**src/rtl/scratchpad_tile_mover_if.sv**
```systemverilog
// Signal bundle for the tile mover: controller command port, tile-buffer access ports and the
// arbiter-facing sLoad/sStore requester port. master = tile mover, slave = its environment.
interface scratchpad_tile_mover_if #(
   parameter int unsigned ROWS   = 4,
   parameter int unsigned ROW_W  = 64,
   parameter int unsigned ADDR_W = 32
);
   localparam int unsigned IW = (ROWS > 1) ? $clog2(ROWS) : 1;

   logic              cmd_valid;
   logic              cmd_ready;
   logic              cmd_store;
   logic [ADDR_W-1:0] cmd_addr;
   logic              done;
   logic              err;
   logic [IW-1:0]     rd_row;
   logic [ROW_W-1:0]  rd_data;
   logic              wr_en;
   logic [IW-1:0]     wr_row;
   logic [ROW_W-1:0]  wr_data;
   logic              sLoad;
   logic [ADDR_W-1:0] load_addr;
   logic              sLoad_hit;
   logic [ROW_W-1:0]  load_data;
   logic [2:0]        sLoad_row;
   logic              sStore;
   logic [ADDR_W-1:0] store_addr;
   logic [ROW_W-1:0]  store_data;
   logic              sStore_hit;

   modport master (
      input  cmd_valid, cmd_store, cmd_addr, rd_row, wr_en, wr_row, wr_data,
             sLoad_hit, load_data, sLoad_row, sStore_hit,
      output cmd_ready, done, err, rd_data, sLoad, load_addr, sStore, store_addr, store_data
   );

   modport slave (
      output cmd_valid, cmd_store, cmd_addr, rd_row, wr_en, wr_row, wr_data,
             sLoad_hit, load_data, sLoad_row, sStore_hit,
      input  cmd_ready, done, err, rd_data, sLoad, load_addr, sStore, store_addr, store_data
   );
endinterface

```
**src/rtl/scratchpad_tile_mover.sv**
```systemverilog
// Scratchpad-side requester for the arbiter sLoad/sStore protocol: loads a tile burst into a
// local row buffer, or streams the buffer out one row per sStore transaction.
module scratchpad_tile_mover #(
   parameter int unsigned ROWS       = 4,
   parameter int unsigned ROW_W      = 64,
   parameter int unsigned ADDR_W     = 32,
   parameter int unsigned ROW_STRIDE = 8,
   parameter int unsigned TIMEOUT    = 1024
) (
   input logic                     CLK,
   input logic                     RST,
   scratchpad_tile_mover_if.master bus
);
   localparam int unsigned IW = (ROWS > 1) ? $clog2(ROWS) : 1;
   localparam int unsigned RW = $clog2(ROWS + 1);
   localparam int unsigned TW = $clog2(TIMEOUT + 1);

   typedef enum logic [2:0] {StIdle, StLoad, StStoreReq, StStoreGap, StDone} state_e;

   state_e            state_q, state_d;
   logic [RW-1:0]     row_q, row_d;
   logic [TW-1:0]     tmo_q, tmo_d;
   logic [ADDR_W-1:0] base_q, base_d;
   logic              err_q, err_d;
   logic              ld_we;
   logic [ROW_W-1:0]  buf_q [ROWS];

   always_ff @(posedge CLK or posedge RST) begin
      if (RST) begin
         state_q <= StIdle;
         row_q   <= '0;
         tmo_q   <= '0;
         base_q  <= '0;
         err_q   <= 1'b0;
      end else begin
         state_q <= state_d;
         row_q   <= row_d;
         tmo_q   <= tmo_d;
         base_q  <= base_d;
         err_q   <= err_d;
      end
   end

   always_comb begin
      state_d       = state_q;
      row_d         = row_q;
      tmo_d         = tmo_q;
      base_d        = base_q;
      err_d         = err_q;
      ld_we         = 1'b0;
      bus.cmd_ready = 1'b0;
      bus.done      = 1'b0;
      bus.sLoad     = 1'b0;
      bus.sStore    = 1'b0;
      unique case (state_q)
         StIdle: begin
            bus.cmd_ready = 1'b1;
            if (bus.cmd_valid) begin
               base_d  = bus.cmd_addr;
               err_d   = 1'b0;
               row_d   = '0;
               tmo_d   = '0;
               state_d = bus.cmd_store ? StStoreReq : StLoad;
            end
         end
         StLoad: begin
            bus.sLoad = 1'b1;
            if (bus.sLoad_hit) begin
               ld_we = 1'b1;
               row_d = row_q + 1'b1;
               tmo_d = '0;
               if (bus.sLoad_row != 3'(row_q)) err_d = 1'b1;
               // Gate the request on the final hit so the arbiter cannot start a new burst.
               if (row_q == RW'(ROWS - 1)) begin
                  bus.sLoad = 1'b0;
                  state_d   = StDone;
               end
            end else if (tmo_q == TW'(TIMEOUT - 1)) begin
               err_d   = 1'b1;
               state_d = StDone;
            end else begin
               tmo_d = tmo_q + 1'b1;
            end
         end
         StStoreReq: begin
            bus.sStore = 1'b1;
            if (bus.sStore_hit) begin
               bus.sStore = 1'b0;
               row_d      = row_q + 1'b1;
               tmo_d      = '0;
               state_d    = StStoreGap;
            end else if (tmo_q == TW'(TIMEOUT - 1)) begin
               err_d   = 1'b1;
               state_d = StDone;
            end else begin
               tmo_d = tmo_q + 1'b1;
            end
         end
         StStoreGap: begin
            state_d = (row_q < RW'(ROWS)) ? StStoreReq : StDone;
         end
         StDone: begin
            bus.done = 1'b1;
            state_d  = StIdle;
         end
         default: state_d = StIdle;
      endcase
      // A hit that does not belong to the current request is a protocol error.
      if (bus.sLoad_hit && (state_q != StLoad)) err_d = 1'b1;
      if (bus.sStore_hit && (state_q != StStoreReq)) err_d = 1'b1;
   end

   // Load hit is written last so it overrides a same-row port write.
   always_ff @(posedge CLK) begin
      if (bus.wr_en) buf_q[bus.wr_row] <= bus.wr_data;
      if (ld_we) buf_q[row_q[IW-1:0]] <= bus.load_data;
   end

   assign bus.err        = err_q;
   assign bus.load_addr  = base_q;
   assign bus.store_addr = base_q + (ADDR_W'(row_q) * ADDR_W'(ROW_STRIDE));
   assign bus.store_data = (state_q == StStoreReq) ? buf_q[row_q[IW-1:0]] : '0;
   assign bus.rd_data    = buf_q[bus.rd_row];

endmodule
```
**src/flat_wrapper.sv**
```systemverilog
// flat-port wrapper written by rule: the top's interface ports become plain ports
module scratchpad_tile_mover_flat 
#(
   parameter int unsigned ROWS       = 4,
   parameter int unsigned ROW_W      = 64,
   parameter int unsigned ADDR_W     = 32,
   parameter int unsigned ROW_STRIDE = 8,
   parameter int unsigned TIMEOUT    = 1024
)
  (CLK, RST, bus_cmd_valid, bus_cmd_store, bus_cmd_addr, bus_rd_row, bus_wr_en, bus_wr_row, bus_wr_data, bus_sLoad_hit, bus_load_data, bus_sLoad_row, bus_sStore_hit, bus_cmd_ready, bus_done, bus_err, bus_rd_data, bus_sLoad, bus_load_addr, bus_sStore, bus_store_addr, bus_store_data);
  scratchpad_tile_mover_if #(.ROWS(ROWS), .ROW_W(ROW_W), .ADDR_W(ADDR_W)) bus_i ();
  input logic CLK;
  input logic RST;
  input wire logic [$bits(bus_i.cmd_valid)-1:0] bus_cmd_valid;
  input wire logic [$bits(bus_i.cmd_store)-1:0] bus_cmd_store;
  input wire logic [$bits(bus_i.cmd_addr)-1:0] bus_cmd_addr;
  input wire logic [$bits(bus_i.rd_row)-1:0] bus_rd_row;
  input wire logic [$bits(bus_i.wr_en)-1:0] bus_wr_en;
  input wire logic [$bits(bus_i.wr_row)-1:0] bus_wr_row;
  input wire logic [$bits(bus_i.wr_data)-1:0] bus_wr_data;
  input wire logic [$bits(bus_i.sLoad_hit)-1:0] bus_sLoad_hit;
  input wire logic [$bits(bus_i.load_data)-1:0] bus_load_data;
  input wire logic [$bits(bus_i.sLoad_row)-1:0] bus_sLoad_row;
  input wire logic [$bits(bus_i.sStore_hit)-1:0] bus_sStore_hit;
  output wire logic [$bits(bus_i.cmd_ready)-1:0] bus_cmd_ready;
  output wire logic [$bits(bus_i.done)-1:0] bus_done;
  output wire logic [$bits(bus_i.err)-1:0] bus_err;
  output wire logic [$bits(bus_i.rd_data)-1:0] bus_rd_data;
  output wire logic [$bits(bus_i.sLoad)-1:0] bus_sLoad;
  output wire logic [$bits(bus_i.load_addr)-1:0] bus_load_addr;
  output wire logic [$bits(bus_i.sStore)-1:0] bus_sStore;
  output wire logic [$bits(bus_i.store_addr)-1:0] bus_store_addr;
  output wire logic [$bits(bus_i.store_data)-1:0] bus_store_data;
  assign bus_i.cmd_valid = bus_cmd_valid;
  assign bus_i.cmd_store = bus_cmd_store;
  assign bus_i.cmd_addr = bus_cmd_addr;
  assign bus_i.rd_row = bus_rd_row;
  assign bus_i.wr_en = bus_wr_en;
  assign bus_i.wr_row = bus_wr_row;
  assign bus_i.wr_data = bus_wr_data;
  assign bus_i.sLoad_hit = bus_sLoad_hit;
  assign bus_i.load_data = bus_load_data;
  assign bus_i.sLoad_row = bus_sLoad_row;
  assign bus_i.sStore_hit = bus_sStore_hit;
  assign bus_cmd_ready = bus_i.cmd_ready;
  assign bus_done = bus_i.done;
  assign bus_err = bus_i.err;
  assign bus_rd_data = bus_i.rd_data;
  assign bus_sLoad = bus_i.sLoad;
  assign bus_load_addr = bus_i.load_addr;
  assign bus_sStore = bus_i.sStore;
  assign bus_store_addr = bus_i.store_addr;
  assign bus_store_data = bus_i.store_data;
  scratchpad_tile_mover #(.ROWS(ROWS), .ROW_W(ROW_W), .ADDR_W(ADDR_W), .ROW_STRIDE(ROW_STRIDE), .TIMEOUT(TIMEOUT)) u_core (.CLK(CLK), .RST(RST), .bus(bus_i));
endmodule
```
**config.mk**
```make
export PLATFORM = sky130hd
export DESIGN_NAME = scratchpad_tile_mover_flat
export DESIGN_NICKNAME = d
export VERILOG_FILES = /design/src/rtl/scratchpad_tile_mover_if.sv /design/src/rtl/scratchpad_tile_mover.sv /design/src/flat_wrapper.sv
export SDC_FILE = /design/constraint.sdc
export NUM_CORES = 1
export LEC_CHECK = 0
export BUFFER_PORTS_ARGS = -buffer_cell sky130_fd_sc_hd__buf_2
export CAP_MARGIN = 15
export CELL_PAD_IN_SITES_DETAIL_PLACEMENT = 0
export CELL_PAD_IN_SITES_GLOBAL_PLACEMENT = 1
export CORE_AREA = 4 4 211 213
export CTS_BUF_LIST = sky130_fd_sc_hd__clkbuf_4 sky130_fd_sc_hd__clkbuf_8
export DETAILED_ROUTE_END_ITERATION = 10
export DIE_AREA = 0 0 215 217
export GPL_TIMING_DRIVEN = 0
export HOLD_SLACK_MARGIN = 0.12
export PLACE_DENSITY_LB_ADDON = 0.12
export SYNTH_ARGS = -nofsm -noshare
export SYNTH_HDL_FRONTEND = slang
export SYNTH_SLANG_ARGS = --single-unit
```
**constraint.sdc**
```tcl
create_clock -name CLK -period 4.9 [get_ports CLK]
set_clock_uncertainty 0.05 [all_clocks]
set_input_delay 0.245 -clock CLK [delete_from_list [all_inputs] [get_ports CLK]]
set_output_delay 0.245 -clock CLK [all_outputs]
set_load 0.01 [all_outputs]
```
==> results of run 1 <==
## sequential cells by signal (all words and copies together), names as in the netlist
signal / count
u_core.state_q: 3
u_core.bus.load_addr: 32
u_core.buf_q: 256
u_core.tmo_q: 11
u_core.bus.err: 1
u_core.row_q: 3
## layout by cell type (no fill, tap or decap), drive strengths merged, types with 3 or more instances in the layout
master | synthesis | final
buf | 57 | 438
mux2 | 286 | 286
edfxtp | 256 | 256
dlygate4sd3 | 0 | 235
mux4 | 128 | 128
clkbuf | 28 | 110
and3 | 69 | 69
dfrtp | 50 | 50
xnor2 | 28 | 28
nand2 | 25 | 25
o21ai | 22 | 22
nor2 | 21 | 21
nand3 | 18 | 18
inv | 11 | 11
a21oi | 10 | 10
nor3 | 9 | 9
ha | 9 | 9
clkinv | 0 | 7
nand4 | 6 | 6
xor2 | 6 | 6
nor3b | 4 | 4
nor2b | 4 | 4
o31ai | 4 | 4
diode | 0 | 3
o21a | 3 | 3
nand2b | 3 | 3
or3 | 3 | 3
nor4 | 3 | 3
## worst reg2reg max path, delay by kind of cell (launching register included)
family | cells | cell delay, ns
buffers and inverters | 6 | 2.35
DFF | 1 | 0.52
muxes | 1 | 0.34
adders and majority gates | 1 | 0.27
and+or+nand+nor | 1 | 0.07
## per-stage QoR
step / instances / util / total power, mW / setup TNS (ns) / worst slack [ns]
after floorplan: 1083 / - / 5.97 / -112.80 / -0.616
after global placement: 1997 / 0.484 / 7.49 / -1240.89 / -5.92
after detailed placement: 2010 / 0.492 / 7.51 / 0 / 0.939
after CTS: 2334 / 0.570 / 10.0 / 0 / 0.182
after global routing: 2336 / 0.571 / 10.4 / 0 / 0.0327
final: 2337 / 0.571 / 9.90 / 0 / 0.341
## per-layer routing
| layer | vias up | GRT usage | routed length [um] |
|---|---|---|---|
| li1 | 5705 | - | - |
| met1 | 6408 | 0.287 | 22100 |
| met2 | 449 | 0.404 | 27600 |
| met3 | 78 | 0.0475 | 3450 |
| met4 | 0 | 0.0739 | 1410 |
| met5 | - | 0 | 0 |
## kinds of logic (layout without fill, tap and decap cells)
kind of cell | Yosys count | in the layout | share of synthesized area
other | 0 | 3 | 0
DFF | 306 | 306 | 0.493
adders and majority gates | 10 | 10 | 0.00732
xor gates and xnor gates | 34 | 34 | 0.0164
AOI/OAI and AO/OA | 50 | 50 | 0.0168
muxes | 414 | 414 | 0.376
buffers and inverters | 96 | 801 | 0.0337
and+or+nand+nor | 173 | 173 | 0.0562
## worst max-delay path by stage
stage                                 from                            end  slack [ns]  cells after the start
6_report       u_core.row_q[1]$_DFFE_PP0P_             bus_store_addr[31]        0.34                     10
2_1_floorplan                bus_wr_row[0]   u_core.buf_q[2][0]$_DFFE_PP_       -0.62                      2
3_5_place_dp   u_core.row_q[1]$_DFFE_PP0P_             bus_store_addr[31]        0.94                     10
4_1_cts        u_core.row_q[1]$_DFFE_PP0P_             bus_store_addr[31]        0.18                     10
3_3_place_gp                 bus_wr_row[0]  u_core.buf_q[2][22]$_DFFE_PP_       -5.92                      3
5_1_grt        u_core.row_q[1]$_DFFE_PP0P_             bus_store_addr[31]        0.03                     10
## cell type report
| cell class | count | area share |
|---|---|---|
| flip-flops and latches | 306 | 0.367 |
| multi-input cells | 681 | 0.354 |
| clock buffers | 82 | 0.0399 |
| plain buffers | 85 | 0.0234 |
| repair buffers | 616 | 0.185 |
| well taps | 546 | 0.0280 |
| clock inverters | 7 | 0.00113 |
| inverters | 11 | 0.00169 |
| diodes | 3 | 0.000308 |
## report_power, final
part | leakage (nW) | internal [mW] | switching, mW
Sequential | 2.98 | 3.25 | 0.284
Clock | 0.538 | 1.24 | 1.04
Combinational | 6.76 | 1.99 | 2.10
Total | 10.3 | 6.48 | 3.43
## repair_timing
| item | 4_1_cts | 5_1_grt |
|---|---|---|
| endpoints found under the setup margin | 0 | 0 |
| hold endpoints to repair | 356 | 0 |
| hold buffers | 235 | 0 |
==> flow_metrics.tcl, run 1 <==
set metrics [dict create \
    via_count 12600 \
    grt_pass1_wl_um 81900 \
    synth.most_common_cell "edfxtp_1" \
    grt-ovfl-total 0 \
    final_nets 1939 \
    area_growth_pct 34.4 \
    grt_max_degree 27 \
    drv_slew 0 \
    grt_pass1_vias 13700 \
    synth_largest_area_cell "edfxtp_1" \
    endpoint_kind "primary output" \
    ys_ff_latch 306 \
    whs_ns 0.169 \
    arrival_ns 4.26 \
    clk_path_buf_depth 3 \
    async_reset_ff_frac 0.163 \
    cp.buffers_inverters 5 \
    viasPerCell 5.41 \
    cts.clk_slew.worst_paths_ns 0.06 \
    drc 0 \
    reg2reg_slack_ns 1.04 \
    die_h_um 217 \
    critical_path_class "flop to primary output" \
    max-slew-margin-rel 0.380 \
    fmax_ghz 0.219 \
    core_sq_um 42700 \
    htree_levels 2 \
    setup_viol 0 \
    multiInputGateArea_sq_um 8620 \
    ff_latch_area_sq_um 8940 \
    cts_buffers 54 \
    nFillCells 3543 \
    cp_cell_sequence "buf_2 > buf_1 > inv_1 > fa_1 > nor2b_1 > o21a_1 > clkbuf_1 > nand4_1 > xnor2_1 > buf_2" \
    rsz0062_at_grt "false" \
    ys.flop_type "edfxtp_1" \
    place_area_sq_um 21000 \
    synth_cell_types 55 \
    drtPass1Iterations 5 \
    grt_antenna_before_repair 3 \
    wirelength_um 54600 \
    worst_r2r_endpoint "u_core.buf_q[0][59]$_DFFE_PP_" \
    drtIter0Drc 735 \
    power_density_nw_per_um2 407 \
    insertion_delay_ns 0.63 \
    design_area_sq_um 24400 \
    gr-usage-all-layers 0.230 \
    cp.required_ns 4.61 \
    dieArea_sq_um 46700 \
    ioPinCount 371 \
    finalCriticalPeriod_ns 4.56 \
    crit_top_cell "buf_2" \
    cap_violations 0 \
    synthTopCellsByArea "edfxtp_1 42%, mux2_4 16%, mux4_2 16%, dfrtp_1 6.9%, mux2_2 5.6%" \
    yosys_warnings 0 \
    tightest_slew_ns 0.931 \
    crit_fanout 10 \
    port_buffers 368 \
    core.rowCount 76 \
    hp-class "primary input to async pin" \
    synth_common_cells "256 x edfxtp_1, 192 x mux2_4, 128 x mux4_2" \
    syn_inst 1083 \
    root_buffer "clkbuf_8" \
    r2r-start "u_core.row_q[1]$_DFFE_PP0P_" \
    leakage_nw 10.3 \
    ctsResizeCount 0 \
    syn-num-nets 1267 \
    period_share 0.930 \
    syn-cell-area_sq_um 18100 \
    start_util 0.425 \
    synth_edf_count 256 \
    avgRoutedWirePerCell_um 23.4 \
    cts.sinks 306 \
    avgSynthCellArea_sq_um 16.7 \
    finalHoldViolations 0 \
    r2r_cells 9 \
    antenna_left 0 \
    fp.dieW_um 215 \
    max_stage_delay_ns 0.65 \
    netlist.area_leader.share 0.424 \
    cpLargestDelayFamily "buffers and inverters" \
    hpwl_um 37400 \
    status "finished clean" \
    drive_above_1_share 0.531 \
    ys_seq_area_frac 0.493 \
    slowest_stage "buf_1" \
    worstSetupStartpointType "flop" \
    postCtsSetupBuffers 0 \
    cts_tree "done" \
    routabilityCongestion 0.788 \
    ir_drop_uv 204 \
]
Note: power is estimated with default switching activity, not from simulation.
==> run 2, diff against run 1 <==
--- a/config.mk
+++ b/config.mk
@@ -12,4 +12,5 @@
 export CORE_AREA = 4 4 211 213
 export CTS_BUF_LIST = sky130_fd_sc_hd__clkbuf_4 sky130_fd_sc_hd__clkbuf_8
+export CTS_CLUSTER_DIAMETER = 60
 export DETAILED_ROUTE_END_ITERATION = 10
 export DIE_AREA = 0 0 215 217
==> constraint.sdc (replaced) <==
create_clock -name CLK -period 4.9 [get_ports CLK]
set_clock_uncertainty 0.05 [all_clocks]
set_input_delay 0.49 -clock CLK [delete_from_list [all_inputs] [get_ports CLK]]
set_output_delay 0.49 -clock CLK [all_outputs]
set_load 0.01 [all_outputs]
==> flow_metrics.tcl, run 2 (synthesis gave the netlist of run 1 again) <==
set metrics [dict create \
    sequentialPowerShare 0.359 \
    layout_commonest_cell "buf_2" \
    tightest_slew_ns 0.931 \
    design_area_sq_um 24100 \
    grt_pass1_wl_um 81300 \
    reg2reg_slack_ns 1.41 \
    multiInputGateArea_sq_um 8620 \
    r2r-start "u_core.row_q[0]$_DFFE_PP0P_" \
    cp-startpoint "u_core.row_q[1]$_DFFE_PP0P_" \
    period_share 0.876 \
    crit_fanout 19 \
    cp.required_ns 4.36 \
    ir_drop_uv 199 \
    critical_path_class "flop to primary output" \
    port_buffers 368 \
    core.rowCount 76 \
    regMostFlops "u_core.buf_q" \
    fmax_ghz 0.233 \
    grt-ovfl-total 0 \
    crit_path_end "bus_store_addr[31]" \
    endpoint_kind "primary output" \
    fp.dieW_um 215 \
    largest_reg_flops 256 \
    cts.clk_slew.worst_paths_ns 0.06 \
    max-slew-margin-rel 0.380 \
    drv_slew 0 \
    p_switching_mw 3.42 \
    area_growth_pct 32.7 \
    leakage_nw 10.1 \
    clk_path_buf_depth 3 \
    ioPinCount 371 \
    r2r_cells 10 \
    power_density_nw_per_um2 410 \
    arrival_ns 3.75 \
    setup_viol 0 \
    netSwitchingFraction 0.347 \
    final_nets 1908 \
    postCtsSetupBuffers 0 \
    root_buffer "clkbuf_8" \
    comb_power_share 0.409 \
    start_util 0.425 \
    via_count 12500 \
    rsz0062_at_grt "false" \
    place_area_sq_um 21000 \
    finish.utilization 0.564 \
    ff_latch_area_sq_um 8940 \
    routabilityCongestion 0.788 \
    drive_above_1_share 0.540 \
    finalCriticalPeriod_ns 4.29 \
    die_h_um 217 \
    hp-class "primary input to flop" \
    final.setup.tns_ns 0 \
    cts_buffers 54 \
    insertion_delay_ns 0.63 \
    drc 0 \
    avgRoutedWirePerCell_um 23.5 \
    grt_max_degree 27 \
    wirelength_um 54300 \
    cap_violations 0 \
    dieArea_sq_um 46700 \
    p_int_mw 6.45 \
    htree_levels 2 \
    grt_antenna_before_repair 4 \
    grt_pass1_vias 13500 \
    hpwl_um 37400 \
    clkPwrFrac 0.232 \
    drtIter0Drc 670 \
    core_sq_um 42700 \
    total_power_mw 9.86 \
    status "finished clean" \
    gr-usage-all-layers 0.229 \
    drtPass1Iterations 5 \
    worst_r2r_endpoint "u_core.buf_q[2][36]$_DFFE_PP_" \
    antenna_left 0 \
    nFillCells 3560 \
    finalHoldViolations 0 \
    final_cell_mix "386 x buf_2, 256 x edfxtp_1, 205 x dlygate4sd3_1" \
    cts_tree "done" \
    viasPerCell 5.42 \
    worstSetupStartpointType "flop" \
    cts.sinks 306 \
]
==> run 2: cell count changes in the layout (fill, tap and decap cells not counted) <==
| cell | before | now |
|---|---|---|
| buf_1 | 3 | 2 |
| dlygate4sd3_1 | 235 | 205 |
==> run 2: cell type report <==
| class | instances | area share |
|---|---|---|
| clock buffers | 82 | 0.0404 |
| well taps | 546 | 0.0284 |
| repair buffers | 586 | 0.175 |
| diodes | 3 | 0.000312 |
| inverters | 11 | 0.00172 |
| clock inverters | 7 | 0.00114 |
| flip-flops and latches | 306 | 0.372 |
| plain buffers | 84 | 0.0236 |
| multi-input cells | 681 | 0.358 |
==> run 2: metal layers <==
layer  vias up  GRT usage  routed length (um)
met3        80     0.0491                3350
met2       417      0.402               27400
met5         -          0                  13
met4         2     0.0706                1320
met1      6366      0.284               22200
li1       5637          -                   -
==> run 2: through the flow <==
step / setup WS (ns) / hold slack, ns / instances
after floorplan: -0.861 / 0.398 / 1083
after global placement: -6.17 / 0.419 / 1997
after detailed placement: 0.694 / 0.433 / 2010
after CTS: 0.488 / 0.120 / 2303
after global routing: 0.321 / 0.146 / 2305
final: 0.607 / 0.178 / 2306
==> run 2: power groups by stage <==
stage	Clock [mW]	Combinational [mW]	Sequential [mW]
6_report	2.29	4.04	3.54
2_1_floorplan	0	2.36	3.61
3_5_place_dp	0	3.92	3.59
4_1_cts	2.35	4.09	3.54
3_3_place_gp	0	3.84	3.65
5_1_grt	2.45	4.34	3.59
==> run 2: how the worst min path moves through the flow <==
stage	from	to	cells past startpoint
4_1_cts	bus_wr_data[56]	u_core.buf_q[3][56]$_DFFE_PP_	2
5_1_grt	bus_load_data[54]	u_core.buf_q[3][54]$_DFFE_PP_	2
3_3_place_gp	u_core.tmo_q[10]$_DFFE_PP0P_	u_core.tmo_q[10]$_DFFE_PP0P_	1
2_1_floorplan	u_core.tmo_q[10]$_DFFE_PP0P_	u_core.tmo_q[10]$_DFFE_PP0P_	1
6_report	bus_wr_data[56]	u_core.buf_q[0][56]$_DFFE_PP_	2
3_5_place_dp	u_core.tmo_q[10]$_DFFE_PP0P_	u_core.tmo_q[10]$_DFFE_PP0P_	1
==> run 2: worst max-delay path, cell delays in order, from the launching register on <==
cell      delay (ns)
dfrtp_1         0.52
buf_2           0.58
inv_1           0.24
fa_1            0.47
nor2b_1         0.17
o21a_1          0.12
clkbuf_1        0.44
nand4_1         0.19
xnor2_1         0.20
buf_2           0.16
==> run 2: what timing repair did <==
item                                    in CTS  in global routing
resized for setup                            0                  0
hold endpoints to repair                   274                  0
endpoints found under the setup margin       5                  0
hold buffers                               205                  0
==> run 3, diff against run 2 <==
==> constraint.sdc (replaced) <==
create_clock -name CLK -period 3.9 [get_ports CLK]
set_clock_uncertainty 0.05 [all_clocks]
set_input_delay 0.39 -clock CLK [delete_from_list [all_inputs] [get_ports CLK]]
set_output_delay 0.39 -clock CLK [all_outputs]
set_load 0.005 [all_outputs]
==> flow_metrics.tcl, run 3 (synthesis gave the netlist of run 1 again) <==
set metrics [dict create \
    core_sq_um 42700 \
    whs_ns 0.201 \
    max-slew-margin-rel 0.311 \
    core.rowCount 76 \
    regMostFlops "u_core.buf_q" \
    cp.buffers_inverters 3 \
    cts_tree "done" \
    insertion_delay_ns 0.63 \
    area_growth_pct 34.5 \
    drive_above_1_share 0.535 \
    max_stage_delay_ns 0.53 \
    grt_pass1_vias 13800 \
    stdcell_count 2339 \
    setup_viol 0 \
    gr-usage-all-layers 0.231 \
    dieArea_sq_um 46700 \
    port_buffers 368 \
    r2r_cells 10 \
    post-route-worst-setup-slack_ns 0.304 \
    pre_cts_ws_ns -0.101 \
    whs_path_depth 2 \
    wirelength_um 54300 \
    final.setup.tns_ns 0 \
    crit_fanout 19 \
    finalCriticalPeriod_ns 3.60 \
    via_count 12500 \
    tightest_slew_ns 1.03 \
    root_buffer "clkbuf_8" \
    cp.required_ns 3.46 \
    antenna_left 0 \
    fmax_ghz 0.278 \
    htree_levels 2 \
    ioPinCount 371 \
    dp.cells 2010 \
    grt-ovfl-total 0 \
    viasPerCell 5.33 \
    largest_reg_flops 256 \
    grt_antenna_before_repair 2 \
    finish.utilization 0.571 \
    routabilityCongestion 0.779 \
    cpLargestDelayFamily "buffers and inverters" \
    finalHoldViolations 0 \
    cts.clk_slew.worst_paths_ns 0.06 \
    status "finished clean" \
    drv_slew 0 \
    leakage_nw 10.3 \
    start_util 0.425 \
    avgRoutedWirePerCell_um 23.2 \
    worstSetupStartpointType "flop" \
    cp_cell_sequence "buf_6 > inv_1 > fa_1 > nor2b_1 > o21a_1 > nand2_1 > nor2_1 > xor2_1 > buf_2" \
    cp.depth 9 \
    drtIter0Drc 603 \
    ir_drop_uv 242 \
    grt_pass1_wl_um 82000 \
    power_density_nw_per_um2 503 \
    drtPass1Iterations 5 \
    cap_violations 0 \
    hp-class "primary input to flop" \
    final_cell_mix "385 x buf_2, 256 x edfxtp_1, 230 x dlygate4sd3_1" \
    endpoint_kind "primary output" \
    clk_path_buf_depth 3 \
    drc 0 \
    die_h_um 217 \
    hpwl_um 37500 \
    rsz0062_at_grt "false" \
    arrival_ns 3.16 \
    final_nets 1935 \
    period_share 0.922 \
    fp.dieW_um 215 \
    cts.sinks 306 \
    slowest_stage "dfrtp_1" \
    critical_path_class "flop to primary output" \
    grt_max_degree 33 \
    cts_buffers 57 \
    layout_commonest_cell "buf_2" \
]
run 3: changes by cell type in the layout (fill, tap and decap cells not counted), sizes merged:
cell         previous run  this run
dlygate4sd3           205       230
clkinv                  7        16
clkbuf                110       107
clkinvlp                0         2
bufinv                  0         1
diode                   3         2
run 3: layout make-up:
| type | count | area (sq um) |
|---|---|---|
| Buffer | 83 | 569 |
| Fill cell | 3522 | 18300 |
| Inverter | 11 | 41.3 |
| Clock buffer | 80 | 982 |
| Tap cell | 546 | 683 |
| Multi-Input combinational cell | 681 | 8620 |
| Antenna cell | 2 | 5.00 |
| Sequential cell | 306 | 8940 |
| Clock inverter | 19 | 116 |
| Timing Repair Buffer | 611 | 4430 |
run 3: report_power, final:
part	switching, mW	leakage [nW]	internal, mW
clock	1.36	0.587	1.67
sequential	0.357	2.98	4.09
combinational	2.32	6.73	2.46
run 3: worst paths after layout:
path                            slack, ns                         start                                    to
worst max-delay path                 0.30   u_core.row_q[1]$_DFFE_PP0P_                    bus_store_addr[23]
worst min-delay path                 0.20                 bus_wr_row[1]         u_core.buf_q[1][55]$_DFFE_PP_
worst max register to register       0.39   u_core.row_q[0]$_DFFE_PP0P_         u_core.buf_q[0][59]$_DFFE_PP_
worst min register to register       0.43  u_core.tmo_q[10]$_DFFE_PP0P_          u_core.tmo_q[10]$_DFFE_PP0P_
max in group asynchronous            2.94                           RST           u_core.tmo_q[0]$_DFFE_PP0P_
min in group asynchronous            0.30                           RST  u_core.bus.load_addr[19]$_DFFE_PP0P_
run 3: per-layer routing:
layer / up-vias / global-route usage / wire length [um]
met2: 391 / 0.411 / 27700
met4: 2 / 0.0728 / 1310
li1: 5677 / - / -
met3: 90 / 0.0510 / 3370
met5: - / 0 / 13
met1: 6304 / 0.282 / 21900
run 3: timing repair:
action                                  4_1_cts  5_1_grt
endpoints found under the hold margin       341        0
setup buffers                                 0        0
endpoints found under the setup margin       13        5
hold buffers                                230        0
resized for setup                             1        1
run 3: per-stage QoR:
stage          cell area (sq um)  total power [mW]
6_report                   24400              12.3
2_1_floorplan              18100              7.20
5_1_grt                    24400              13.0
3_5_place_dp               21000              9.14
4_1_cts                    24400              12.4
3_3_place_gp               20700              9.08
run 3: worst reg2reg max path: cells and delay by family, from the launching register on:
family        cells  cell delay [ns]
mux               1             0.36
simple gates      1             0.07
fa+ha+maj         1             0.22
buf+inv           7             2.17
flops             1             0.40
